## config.mk

```make
export PLATFORM = sky130hd
export DESIGN_NAME = sd_spi_arbiter
export DESIGN_NICKNAME = d
export VERILOG_FILES = /design/src/rtl/sd_spi_arbiter.sv
export SDC_FILE = /design/constraint.sdc
export NUM_CORES = 1
export LEC_CHECK = 0
export ABC_AREA = 1
export BUFFER_PORTS_ARGS = -buffer_cell sky130_fd_sc_hd__buf_4
export CORE_MARGIN = 5
export CORE_UTILIZATION = 50
export DETAILED_ROUTE_END_ITERATION = 10
export HOLD_SLACK_MARGIN = 0.1
export PLACE_DENSITY = 0.83
export SETUP_SLACK_MARGIN = 0.1
export SYNTH_ARGS = -nofsm -noshare
export SYNTH_HDL_FRONTEND = slang
export SYNTH_SLANG_ARGS = --single-unit
export TNS_END_PERCENT = 50
```

## constraint.sdc

```tcl
create_clock -name clk28_i -period 4.5 [get_ports clk28_i]
set_input_delay 0 -clock clk28_i [delete_from_list [all_inputs] [get_ports clk28_i]]
set_output_delay 0 -clock clk28_i [all_outputs]
set_load 0.01 [all_outputs]
```

## src/rtl/sd_spi_arbiter.sv

```systemverilog
`default_nettype none
`timescale 1ns/1ps
// +----------------------------------------------------------------------------+
// | Module      : sd_spi_arbiter                                               |
// | Description : Shares one SD-card SPI link (mode 0) between two byte-level  |
// |               requesters and runs the SPI shifter.                         |
// |               Port 0 (CPU-side DivMMC/Z-Controller) has priority over     |
// |               port 1 (background loader). Ownership lasts for a whole     |
// |               chip-select session, so the two ports never interleave      |
// |               bytes inside a session.                                     |
// | Parameters  : DIV     - clk28 cycles per SCK half-period (1..15)           |
// |               TIMEOUT - idle cycles an owner may hold CS (timeout build)   |
// | Build macro : SD_OWNER_TIMEOUT_EN - enables the owner idle timeout; when   |
// |               undefined the owner holds the card indefinitely and         |
// |               timeout_o is tied 0.                                        |
// | Ports       : clk28_i, rst_i (sync, active high)                           |
// |               reqN_cs_n_i/valid_i/wdata_i  -> requester N session + byte   |
// |               reqN_ready_o/rvalid_o/rdata_o <- handshake + received byte   |
// |               busy_o (shifter active), owner_o (00/01/10), timeout_o      |
// |               sd_miso_i, sd_mosi_o, sd_sck_o, sd_cs_o (active low)        |
// | Revision    : 1.0 - initial release                                        |
// +----------------------------------------------------------------------------+
module sd_spi_arbiter #(
    parameter int DIV     = 2,
    parameter int TIMEOUT = 4096
) (
    input  logic       clk28_i,
    input  logic       rst_i,

    input  logic       req0_cs_n_i,
    input  logic       req0_valid_i,
    input  logic [7:0] req0_wdata_i,
    output logic       req0_ready_o,
    output logic       req0_rvalid_o,
    output logic [7:0] req0_rdata_o,

    input  logic       req1_cs_n_i,
    input  logic       req1_valid_i,
    input  logic [7:0] req1_wdata_i,
    output logic       req1_ready_o,
    output logic       req1_rvalid_o,
    output logic [7:0] req1_rdata_o,

    output logic       busy_o,
    output logic [1:0] owner_o,
    output logic       timeout_o,

    input  logic       sd_miso_i,
    output logic       sd_mosi_o,
    output logic       sd_sck_o,
    output logic       sd_cs_o
);

    // ------------------------------------------------------------------
    // Constants
    // ------------------------------------------------------------------
    localparam logic [1:0] C_ST_IDLE  = 2'd0;
    localparam logic [1:0] C_ST_SHIFT = 2'd1;
    localparam logic [1:0] C_ST_DONE  = 2'd2;

    localparam logic [1:0] C_OWN_NONE = 2'b00;
    localparam logic [1:0] C_OWN_P0   = 2'b01;
    localparam logic [1:0] C_OWN_P1   = 2'b10;

    localparam logic [3:0] C_DIV_LAST  = 4'(DIV - 1);
    localparam logic [3:0] C_HALF_LAST = 4'd15;

    // Elaboration-time guards on the configuration.
    if (DIV < 1 || DIV > 15) begin : g_bad_div
        $error("sd_spi_arbiter: DIV must be in 1..15");
    end
    if (TIMEOUT < 1) begin : g_bad_timeout
        $error("sd_spi_arbiter: TIMEOUT must be at least 1");
    end

    // ------------------------------------------------------------------
    // State
    // ------------------------------------------------------------------
    logic [1:0] state_q,  state_d;
    logic [1:0] owner_q,  owner_d;
    logic       cs_q,     cs_d;
    logic       sck_q,    sck_d;
    logic       busy_q,   busy_d;
    logic       ready0_q, ready0_d;
    logic       ready1_q, ready1_d;
    logic       rvalid0_q, rvalid0_d;
    logic       rvalid1_q, rvalid1_d;
    logic [7:0] rdata0_q, rdata0_d;
    logic [7:0] rdata1_q, rdata1_d;
    // Transmit shifter; its MSB is the registered MOSI line. It refills
    // with ones, so the line idles high once the byte has been shifted out.
    logic [7:0] tx_q,     tx_d;
    logic [7:0] rx_q,     rx_d;
    logic [3:0] div_q,    div_d;
    logic [3:0] half_q,   half_d;

    // ------------------------------------------------------------------
    // Combinational helpers
    // ------------------------------------------------------------------
    logic       w_accept;
    logic [7:0] w_wdata;
    logic       w_own_cs_n;
    logic       w_tmo_fire;
    logic       w_elig0;
    logic       w_elig1;

    // ready_q is only ever set for the current owner while IDLE, so the
    // owner match here just selects which requester's valid counts.
    assign w_accept = (state_q == C_ST_IDLE) &&
                      (((owner_q == C_OWN_P0) && ready0_q && req0_valid_i) ||
                       ((owner_q == C_OWN_P1) && ready1_q && req1_valid_i));

    assign w_wdata    = (owner_q == C_OWN_P1) ? req1_wdata_i : req0_wdata_i;
    assign w_own_cs_n = (owner_q == C_OWN_P1) ? req1_cs_n_i  : req0_cs_n_i;

    // ------------------------------------------------------------------
    // Next-state logic: arbitration, release and the SPI shifter
    // ------------------------------------------------------------------
    always_comb begin
        state_d   = state_q;
        owner_d   = owner_q;
        cs_d      = cs_q;
        sck_d     = sck_q;
        tx_d      = tx_q;
        rx_d      = rx_q;
        div_d     = div_q;
        half_d    = half_q;
        rvalid0_d = 1'b0;
        rvalid1_d = 1'b0;
        rdata0_d  = rdata0_q;
        rdata1_d  = rdata1_q;

        case (state_q)
            C_ST_IDLE: begin
                if (w_accept) begin
                    state_d = C_ST_SHIFT;
                    tx_d    = w_wdata;
                    sck_d   = 1'b0;
                    div_d   = 4'd0;
                    half_d  = 4'd0;
                end else if ((owner_q != C_OWN_NONE) && (w_own_cs_n || w_tmo_fire)) begin
                    // Release only; re-arbitration waits for the next
                    // cycle so CS is seen high for at least one cycle.
                    owner_d = C_OWN_NONE;
                    cs_d    = 1'b1;
                end else if (owner_q == C_OWN_NONE) begin
                    if (!req0_cs_n_i && w_elig0) begin
                        owner_d = C_OWN_P0;
                        cs_d    = 1'b0;
                    end else if (!req1_cs_n_i && w_elig1) begin
                        owner_d = C_OWN_P1;
                        cs_d    = 1'b0;
                    end
                end
            end

            C_ST_SHIFT: begin
                if (div_q == C_DIV_LAST) begin
                    div_d  = 4'd0;
                    half_d = half_q + 4'd1;
                    if (!sck_q) begin
                        // Rising edge: card output is stable, sample it.
                        sck_d = 1'b1;
                        rx_d  = {rx_q[6:0], sd_miso_i};
                    end else begin
                        // Falling edge: advance to the next MOSI bit.
                        sck_d = 1'b0;
                        tx_d  = {tx_q[6:0], 1'b1};
                        if (half_q == C_HALF_LAST) begin
                            state_d = C_ST_DONE;
                        end
                    end
                end else begin
                    div_d = div_q + 4'd1;
                end
            end

            C_ST_DONE: begin
                state_d = C_ST_IDLE;
                tx_d    = 8'hFF;
                if (owner_q == C_OWN_P1) begin
                    rvalid1_d = 1'b1;
                    rdata1_d  = rx_q;
                end else if (owner_q == C_OWN_P0) begin
                    rvalid0_d = 1'b1;
                    rdata0_d  = rx_q;
                end
            end

            default: begin
                state_d = C_ST_IDLE;
            end
        endcase
    end

    // Registered handshake outputs are derived from the next state so
    // that ready is visible in the same cycle the state/owner become valid.
    always_comb begin
        busy_d   = (state_d != C_ST_IDLE);
        ready0_d = (state_d == C_ST_IDLE) && (owner_d == C_OWN_P0) && !req0_cs_n_i;
        ready1_d = (state_d == C_ST_IDLE) && (owner_d == C_OWN_P1) && !req1_cs_n_i;
    end

    always_ff @(posedge clk28_i) begin
        if (rst_i) begin
            state_q   <= C_ST_IDLE;
            owner_q   <= C_OWN_NONE;
            cs_q      <= 1'b1;
            sck_q     <= 1'b0;
            busy_q    <= 1'b0;
            ready0_q  <= 1'b0;
            ready1_q  <= 1'b0;
            rvalid0_q <= 1'b0;
            rvalid1_q <= 1'b0;
            rdata0_q  <= 8'h00;
            rdata1_q  <= 8'h00;
            tx_q      <= 8'hFF;
            rx_q      <= 8'h00;
            div_q     <= 4'd0;
            half_q    <= 4'd0;
        end else begin
            state_q   <= state_d;
            owner_q   <= owner_d;
            cs_q      <= cs_d;
            sck_q     <= sck_d;
            busy_q    <= busy_d;
            ready0_q  <= ready0_d;
            ready1_q  <= ready1_d;
            rvalid0_q <= rvalid0_d;
            rvalid1_q <= rvalid1_d;
            rdata0_q  <= rdata0_d;
            rdata1_q  <= rdata1_d;
            tx_q      <= tx_d;
            rx_q      <= rx_d;
            div_q     <= div_d;
            half_q    <= half_d;
        end
    end

    // ------------------------------------------------------------------
    // Optional owner idle timeout
    // ------------------------------------------------------------------
`ifdef SD_OWNER_TIMEOUT_EN
    localparam int C_TMO_W = (TIMEOUT < 2) ? 1 : $clog2(TIMEOUT);
    localparam logic [C_TMO_W-1:0] C_TMO_LAST = C_TMO_W'(TIMEOUT - 1);

    logic [C_TMO_W-1:0] tmo_cnt_q, tmo_cnt_d;
    logic               timeout_q, timeout_d;
    // A port that was timed out stays locked out until it lets go of
    // cs_n, so it cannot silently grab the card straight back.
    logic [1:0]         blocked_q, blocked_d;

    assign w_tmo_fire = (state_q == C_ST_IDLE) && (owner_q != C_OWN_NONE) &&
                        !w_accept && (tmo_cnt_q == C_TMO_LAST);
    assign w_elig0    = !blocked_q[0];
    assign w_elig1    = !blocked_q[1];

    always_comb begin
        tmo_cnt_d = tmo_cnt_q;
        if (w_accept || (owner_d != owner_q)) begin
            tmo_cnt_d = '0;
        end else if ((state_q == C_ST_IDLE) && (owner_q != C_OWN_NONE)) begin
            tmo_cnt_d = tmo_cnt_q + 1'b1;
        end
        timeout_d    = timeout_q | w_tmo_fire;
        blocked_d[0] = (w_tmo_fire && (owner_q == C_OWN_P0)) | (blocked_q[0] & !req0_cs_n_i);
        blocked_d[1] = (w_tmo_fire && (owner_q == C_OWN_P1)) | (blocked_q[1] & !req1_cs_n_i);
    end

    always_ff @(posedge clk28_i) begin
        if (rst_i) begin
            tmo_cnt_q <= '0;
            timeout_q <= 1'b0;
            blocked_q <= 2'b00;
        end else begin
            tmo_cnt_q <= tmo_cnt_d;
            timeout_q <= timeout_d;
            blocked_q <= blocked_d;
        end
    end

    assign timeout_o = timeout_q;
`else
    assign w_tmo_fire = 1'b0;
    assign w_elig0    = 1'b1;
    assign w_elig1    = 1'b1;
    assign timeout_o  = 1'b0;
`endif

    // ------------------------------------------------------------------
    // Outputs
    // ------------------------------------------------------------------
    assign req0_ready_o  = ready0_q;
    assign req0_rvalid_o = rvalid0_q;
    assign req0_rdata_o  = rdata0_q;
    assign req1_ready_o  = ready1_q;
    assign req1_rvalid_o = rvalid1_q;
    assign req1_rdata_o  = rdata1_q;
    assign busy_o        = busy_q;
    assign owner_o       = owner_q;
    assign sd_mosi_o     = tx_q[7];
    assign sd_sck_o      = sck_q;
    assign sd_cs_o       = cs_q;

endmodule
`default_nettype wire
```

==> results of run 1 <==
==> routing by layer <==
layer,up-vias,share of wire (%)
met5,-,0
met4,0,0.46
met3,2,6.4
met2,59,47
met1,1011,46
li1,1158,-
==> final cells by class <==
cell class,instances,area [um2]
Clock buffer,5,68.82
Clock inverter,3,22.52
Fill cell,394,1556
Inverter,21,78.83
Multi-Input combinational cell,240,1161
Sequential cell,51,1021
Tap cell,52,65.06
Timing Repair Buffer,56,440.4
==> registers in the layout (all words and copies together) (netlist names), 2 cells and up <==
register / cells
div_q: 4
tx_q: 8
owner_o: 2
req0_rdata_o: 8
rx_q: 8
half_q: 4
req1_rdata_o: 8
state_q: 2
==> placed cells by master (no fill, tap or decap), types with 2 or more instances in the layout <==
cell	netlist	routed
a31oi_1	7	7
nand2_2	5	5
ha_1	7	7
inv_2	5	5
inv_1	15	15
dfxtp_1	51	51
nor2_4	2	2
nand4_1	2	2
nand3_1	42	42
clkbuf_8	0	5
nor2_1	39	39
inv_6	0	2
o21ai_0	13	13
nand2_1	84	84
buf_4	1	48
a21oi_1	29	29
dlygate4sd3_1	0	8
==> where the power goes <==
group          internal, mW  switching, mW  total (mW)  leakage, nW
combinational        0.0377         0.0456      0.0832        0.804
clock                 0.113          0.159       0.271       0.0489
sequential            0.457        0.00581       0.463        0.412
==> synthesized netlist by cell type (all sizes together) <==
cell	count	share of area (%)
nand2	89	15
dfxtp	51	44
nand3	43	9.8
nor2	42	7.6
a21oi	29	6.3
inv	20	3.2
o21ai	13	2.8
clkbuf	8	1.3
a31oi	7	1.9
ha	7	3.8
buf	3	1.0
nand4	2	0.54
nor3	2	0.65
clkinv	1	0.16
conb	1	0.16
nand3b	1	0.32
nor3b	1	0.32
or2	1	0.27
xnor2	1	0.38
xor2	1	0.38
==> timing repair <==
| item | 4_1_cts | 5_1_grt |
|---|---|---|
| resized for setup | 0 | 0 |
| hold endpoints to repair | 32 | 0 |
| hold buffers | 8 | 0 |
==> worst max-delay path, delay by kind of cell (launching register included) <==
kind / cells / cell delay, ps
fa+ha+maj: 1 / 350
buf+inv: 2 / 300
flops: 1 / 370
simple gates: 5 / 960
==> stage by stage <==
step / utilization (%) / power [mW] / worst slack (ps)
after global routing: 64.74 / 0.8527 / 2091
final: 64.74 / 0.8178 / 2383
after floorplan: - / 0.5203 / 2882
after CTS: 64.74 / 0.8225 / 2392
after global placement: 60.86 / 0.5480 / 2539
after detailed placement: 60.86 / 0.5496 / 2433
==> kinds of logic (layout without fill, tap and decap cells) <==
group | after synthesis | after routing | share of synthesized area [%]
AO/OA/AOI/OAI | 49 | 49 | 10.97
XOR/XNOR | 2 | 2 | 0.7569
adder cells (fa/ha/maj) | 7 | 7 | 3.784
buffers and inverters | 32 | 85 | 5.729
flip-flops | 51 | 51 | 44.11
other | 1 | 1 | 0.1620
AND/OR/NAND/NOR | 181 | 181 | 34.49
==> worst paths after layout <==
path	start	slack, ps	to	cells past startpoint
min reg2reg	req0_rdata_o[1]	470	req0_rdata_o[1]	2
max reg2reg	state_q[1]	2380	tx_q[7]	8
min	req1_wdata_i[1]	100	tx_q[1]	5
max	state_q[1]	2380	tx_q[7]	8
==> results.yml, run 1 <==
status:
  outcome: "completed"
routing:
  drc_errors: 0
  ant_nets: 0
  drtIter0Drc: 153
  vias: 2230
  viasPerCell: 5.210
  wl_per_cell_um: 12.70
  totalWireLength_um: 5436
  drt_first_pass_iters: 4
placement:
  dpl.hpwl_um: 3884
  place_inst: 412
  numPortBuffers: 48
  place_area_um2: 2686
  place_congestion: 0.8311
synth:
  syn_nets: 353
  ys_seq_area_share_pct: 44.11
  synth_area_um2: 2315
  yosysWarningCount: 0
  synth_cells: 323
  yosys_register_bits: 51
  avgSynthCellArea_um2: 7.166
  yosysUniqueCellTypes: 28
worst_setup_path:
  crit_fanout: 13
  worst_path_max_delay_cell: "nor3_2"
  crit_chain: "inv_1 -> ha_1 -> inv_1 -> nor2_1 -> nor3_2 -> nand2_2 -> nand2_1 -> nand3_1"
  slowest_delay_ps: 460
  worst_ep_arrival_time_ps: 2280
  critical_path_required_ps: 4670
  end_kind: "flop"
  critPathKind: "flop to flop"
  path_common_cell: "inv_1"
  start_kind: "flop"
clock_network:
  cts_made_buffers: 5
  cts_tree: "built"
  clock_tree.buffer_depth: 2
  post-cts-setup-buffer-count: 0
  cts-root-buf: "clkbuf_8"
  h-tree-depth: 2
  cts_sinks: 51
  insertion_delay_ps: 310
  clkTransAtPathRegs_ps: 90
timing:
  setup_viol: 0
  finClkSkew_ps: 8.607
  fin_tns_setup_ps: 0
  timing.hold.ws_ps: 104.2
  max_freq_ghz: 0.4724
  hold_viol: 0
  layout_min_cycle_time_ps: 2117
  finalCritPeriodShare_pct: 47.04
  rsz0062_at_grt: "no"
  report.final.slew_viol_count: 0
  worst_slew_pin_slew_ps: 639.3
  relSlewSlack_pct: 57.33
flow_run:
  cap_violations: 0
finish:
  final_area_um2: 2858
  area_growth_pct: 23.46
  antennaDiodeCount: 0
  drive_gt1_share_pct: 18.88
  layout.cells.non_filler: 428
  nets: 405
global_route:
  top_usage_layer: "met2"
  grt_pass1_vias: 2106
  grt_use_met1_pct: 22.98
  grt_max_degree: 29
  use_met3_pct: 5.263
  grt_overflow: 0
  grt_usage_pct: 17.88
  antenna_found_initial: 0
  grt_pass1_wl_um: 9301
  gr-usage-met2_pct: 30.13
min_path:
  hp-class: "input port to flop"
pwr:
  pwr_density_cell_nw_per_um2: 286.2
  peakVddDrop_v: 0.0001919
  leakagePower_nw: 1.265
die:
  die_y_um: 78.04
  core_area_um2: 4414
  die_w_um: 78.04
  num_rows: 24
  initial_core_util_pct: 52.44
  die_area_um2: 6090
  ios: 50
Power figures use the tool's default switching activity.
==> run 2, diff against run 1 <==
ABC_AREA = 0   (was 1)
CORE_UTILIZATION = 49   (was 50)
PLACE_DENSITY = 0.84   (was 0.83)
clock period = 1.74 ns   (was 4.5 ns; I/O delays follow)
==> results.yml, run 2 <==
synth:
  synth_edf_count: 0
  yosysUniqueCellTypes: 46
  synth_area_um2: 2454
  syn_nets: 317
  ys_seq_area_share_pct: 41.61
  yosysWarningCount: 0
  async_flop_share_pct: 0
  avgSynthCellArea_um2: 8.549
  synth_cells: 287
  yosys_register_bits: 51
  yosys-top-cells-count: "dfxtp_1, a21oi_1, nor2_1"
  synthTopCellsByArea: "dfxtp_1, a21oi_1, mux2i_1, ha_1, nor2_1"
  synth.most_common_cell: "dfxtp_1"
  synth_top_area_share_pct: 41.61
  synth_top_flop_cell: "dfxtp_1"
  synth_top_area_cell: "dfxtp_1"
placement:
  dpl.hpwl_um: 4188
  numPortBuffers: 48
  pre_cts_slack_ps: 20.42
  place_congestion: 0.8090
pwr:
  p_sw_share_pct: 23.89
  power.switching_uw: 545.9
  clkPwrFrac_pct: 36.5
  peakVddDrop_v: 0.0005559
  seq_power_share_pct: 52.4
  internal-power_mw: 1.740
  combPwrFrac_pct: 11.1
  pwr_density_cell_nw_per_um2: 715.2
  leakagePower_nw: 1.401
timing:
  max_freq_ghz: 0.6218
  hold_viol: 0
  fin_ws_ps: 131.8
  fin_tns_setup_ps: 0
  layout_min_cycle_time_ps: 1608
  setup_viol: 0
  rsz0062_at_grt: "yes"
  finalCritPeriodShare_pct: 92.43
  finClkSkew_ps: 9.698
  report.final.slew_viol_count: 0
flow_run:
  cap_violations: 0
worst_setup_path:
  crit_chain: "inv_2 -> ha_4 -> nor3b_4 -> nand2b_4 -> or4_1 -> a31oi_1"
  crit_buf_inv: 1
  worst_path_max_delay_cell: "or4_1"
  cpLargestDelayFamily: "simple AND/OR/NAND/NOR gates"
  cp.depth: 6
  start_kind: "flop"
  ff2ff_path_depth: 6
  critical_path_required_ps: 1970
  end_kind: "flop"
  crit_fanout: 4
  worst_ep_arrival_time_ps: 1840
  critPathKind: "flop to flop"
  slowest_delay_ps: 500
global_route:
  grt_pass1_wl_um: 9742
  grt_pass1_vias: 2086
  grt_max_degree: 40
  grt_overflow: 0
  grt_usage_pct: 18.86
  antenna_found_initial: 0
routing:
  totalWireLength_um: 6072
  drc_errors: 0
  ant_nets: 0
  drt_first_pass_iters: 4
  viasPerCell: 5.601
  vias: 2302
  drtIter0Drc: 147
  wl_per_cell_um: 14.77
die:
  ios: 50
  die_area_um2: 6522
  core_area_um2: 4786
  num_rows: 25
  die_w_um: 80.76
  die_y_um: 80.76
  initial_core_util_pct: 51.27
finish:
  drive_gt1_share_pct: 29.07
  multi_input_area_um2: 1354
  antennaDiodeCount: 0
  nets: 373
  area_growth_pct: 30.24
  final_cell_mix: "buf_4, dfxtp_1, a21oi_1"
  seq_area_um2: 1036
  nFillCells: 362
  layout_commonest_cell: "buf_4"
clock_network:
  cts-root-buf: "clkbuf_8"
  cts_tree: "built"
  clock_tree.buffer_depth: 2
  cts_made_buffers: 5
  cts_sinks: 51
  h-tree-depth: 2
  insertion_delay_ps: 310
  clkTransAtPathRegs_ps: 90
status:
  outcome: "completed"
min_path:
  min_path_cells: 4
  hp-class: "input port to flop"
-- run 2: cell types whose count changed after synthesis, moves of 7 or more --
cell and change:
mux2i_1 +16, nand3_1 -27, a211oi_1 +7, o211ai_1 +7, nand3b_1 +9, nor2_1 -16, nand2_1 -64
-- run 2: tightest hold or removal path: cells and delay by family --
family                 cells  cell delay (ps)
AO/OA/AOI/OAI              1              160
buffers and inverters      1               70
AND/OR/NAND/NOR            1               40
multiplexers               1              130
-- run 2: logic make-up (layout without fill, tap and decap cells) --
group / Yosys count / after routing / synth area share [%]
AND/OR/NAND/NOR: 97 / 97 / 22.03
AO/OA/AOI/OAI: 77 / 77 / 19.17
flip-flops: 51 / 51 / 41.61
buffers and inverters: 37 / 94 / 6.476
multiplexers: 17 / 17 / 6.986
adder cells (fa/ha/maj): 7 / 7 / 3.569
other: 1 / 1 / 0.1528
-- run 2: per-layer routing --
metal	wire, um	up-vias	global-route usage [%]
li1	-	1129	-
met1	2645	1104	24.72
met2	3041	62	29.88
met3	308	7	4.878
met4	76	0	7.095
met5	0	-	0
-- run 2: final timing paths --
kind,start,to,slack (ps)
max,div_q[1],div_q[3],130
max reg2reg,div_q[1],div_q[3],130
min reg2reg,req1_rdata_o[4],req1_rdata_o[4],460
min,req0_wdata_i[0],tx_q[0],140
-- run 2: area by class of cell --
cell class / count / share of cell area, %
inverters: 15 / 1.997
well taps: 67 / 2.623
repair buffers: 71 / 16.99
clock inverters: 3 / 1.449
flip-flops and latches: 51 / 32.42
clock buffers: 5 / 2.153
multi-input cells: 199 / 42.37
-- run 2: power groups by stage --
stage / Combinational (mW) / Sequential [mW] / Clock (mW)
3_3_place_gp: 0.230 / 1.23 / 0
4_1_cts: 0.245 / 1.20 / 0.857
3_5_place_dp: 0.233 / 1.23 / 0
2_1_floorplan: 0.133 / 1.23 / 0
5_1_grt: 0.275 / 1.20 / 0.903
6_report: 0.253 / 1.20 / 0.834
-- run 2: through the flow --
step | hold slack (ps) | power (mW) | util, % | std cells | instance area [um2]
5_1_grt | 124.8 | 2.379 | 66.77 | 411 | 3196
6_report | 135.8 | 2.286 | 66.77 | 411 | 3196
3_5_place_dp | 212.0 | 1.461 | 60.97 | 396 | 2918
2_1_floorplan | 87.84 | 1.360 | - | 287 | 2461
4_1_cts | 107.0 | 2.302 | 65.12 | 408 | 3117
3_3_place_gp | 215.0 | 1.457 | 60.97 | 396 | 2918
-- run 2: what timing repair did --
| action | in CTS | in global routing |
|---|---|---|
| setup buffers | 0 | 3 |
| gates resized for setup | 9 | 19 |
| pin swaps | 1 | 6 |
| cloned | 0 | 0 |
| hold buffers | 4 | 0 |
| endpoints found under the hold margin | 25 | 0 |
| endpoints found under the setup margin | 17 | 42 |
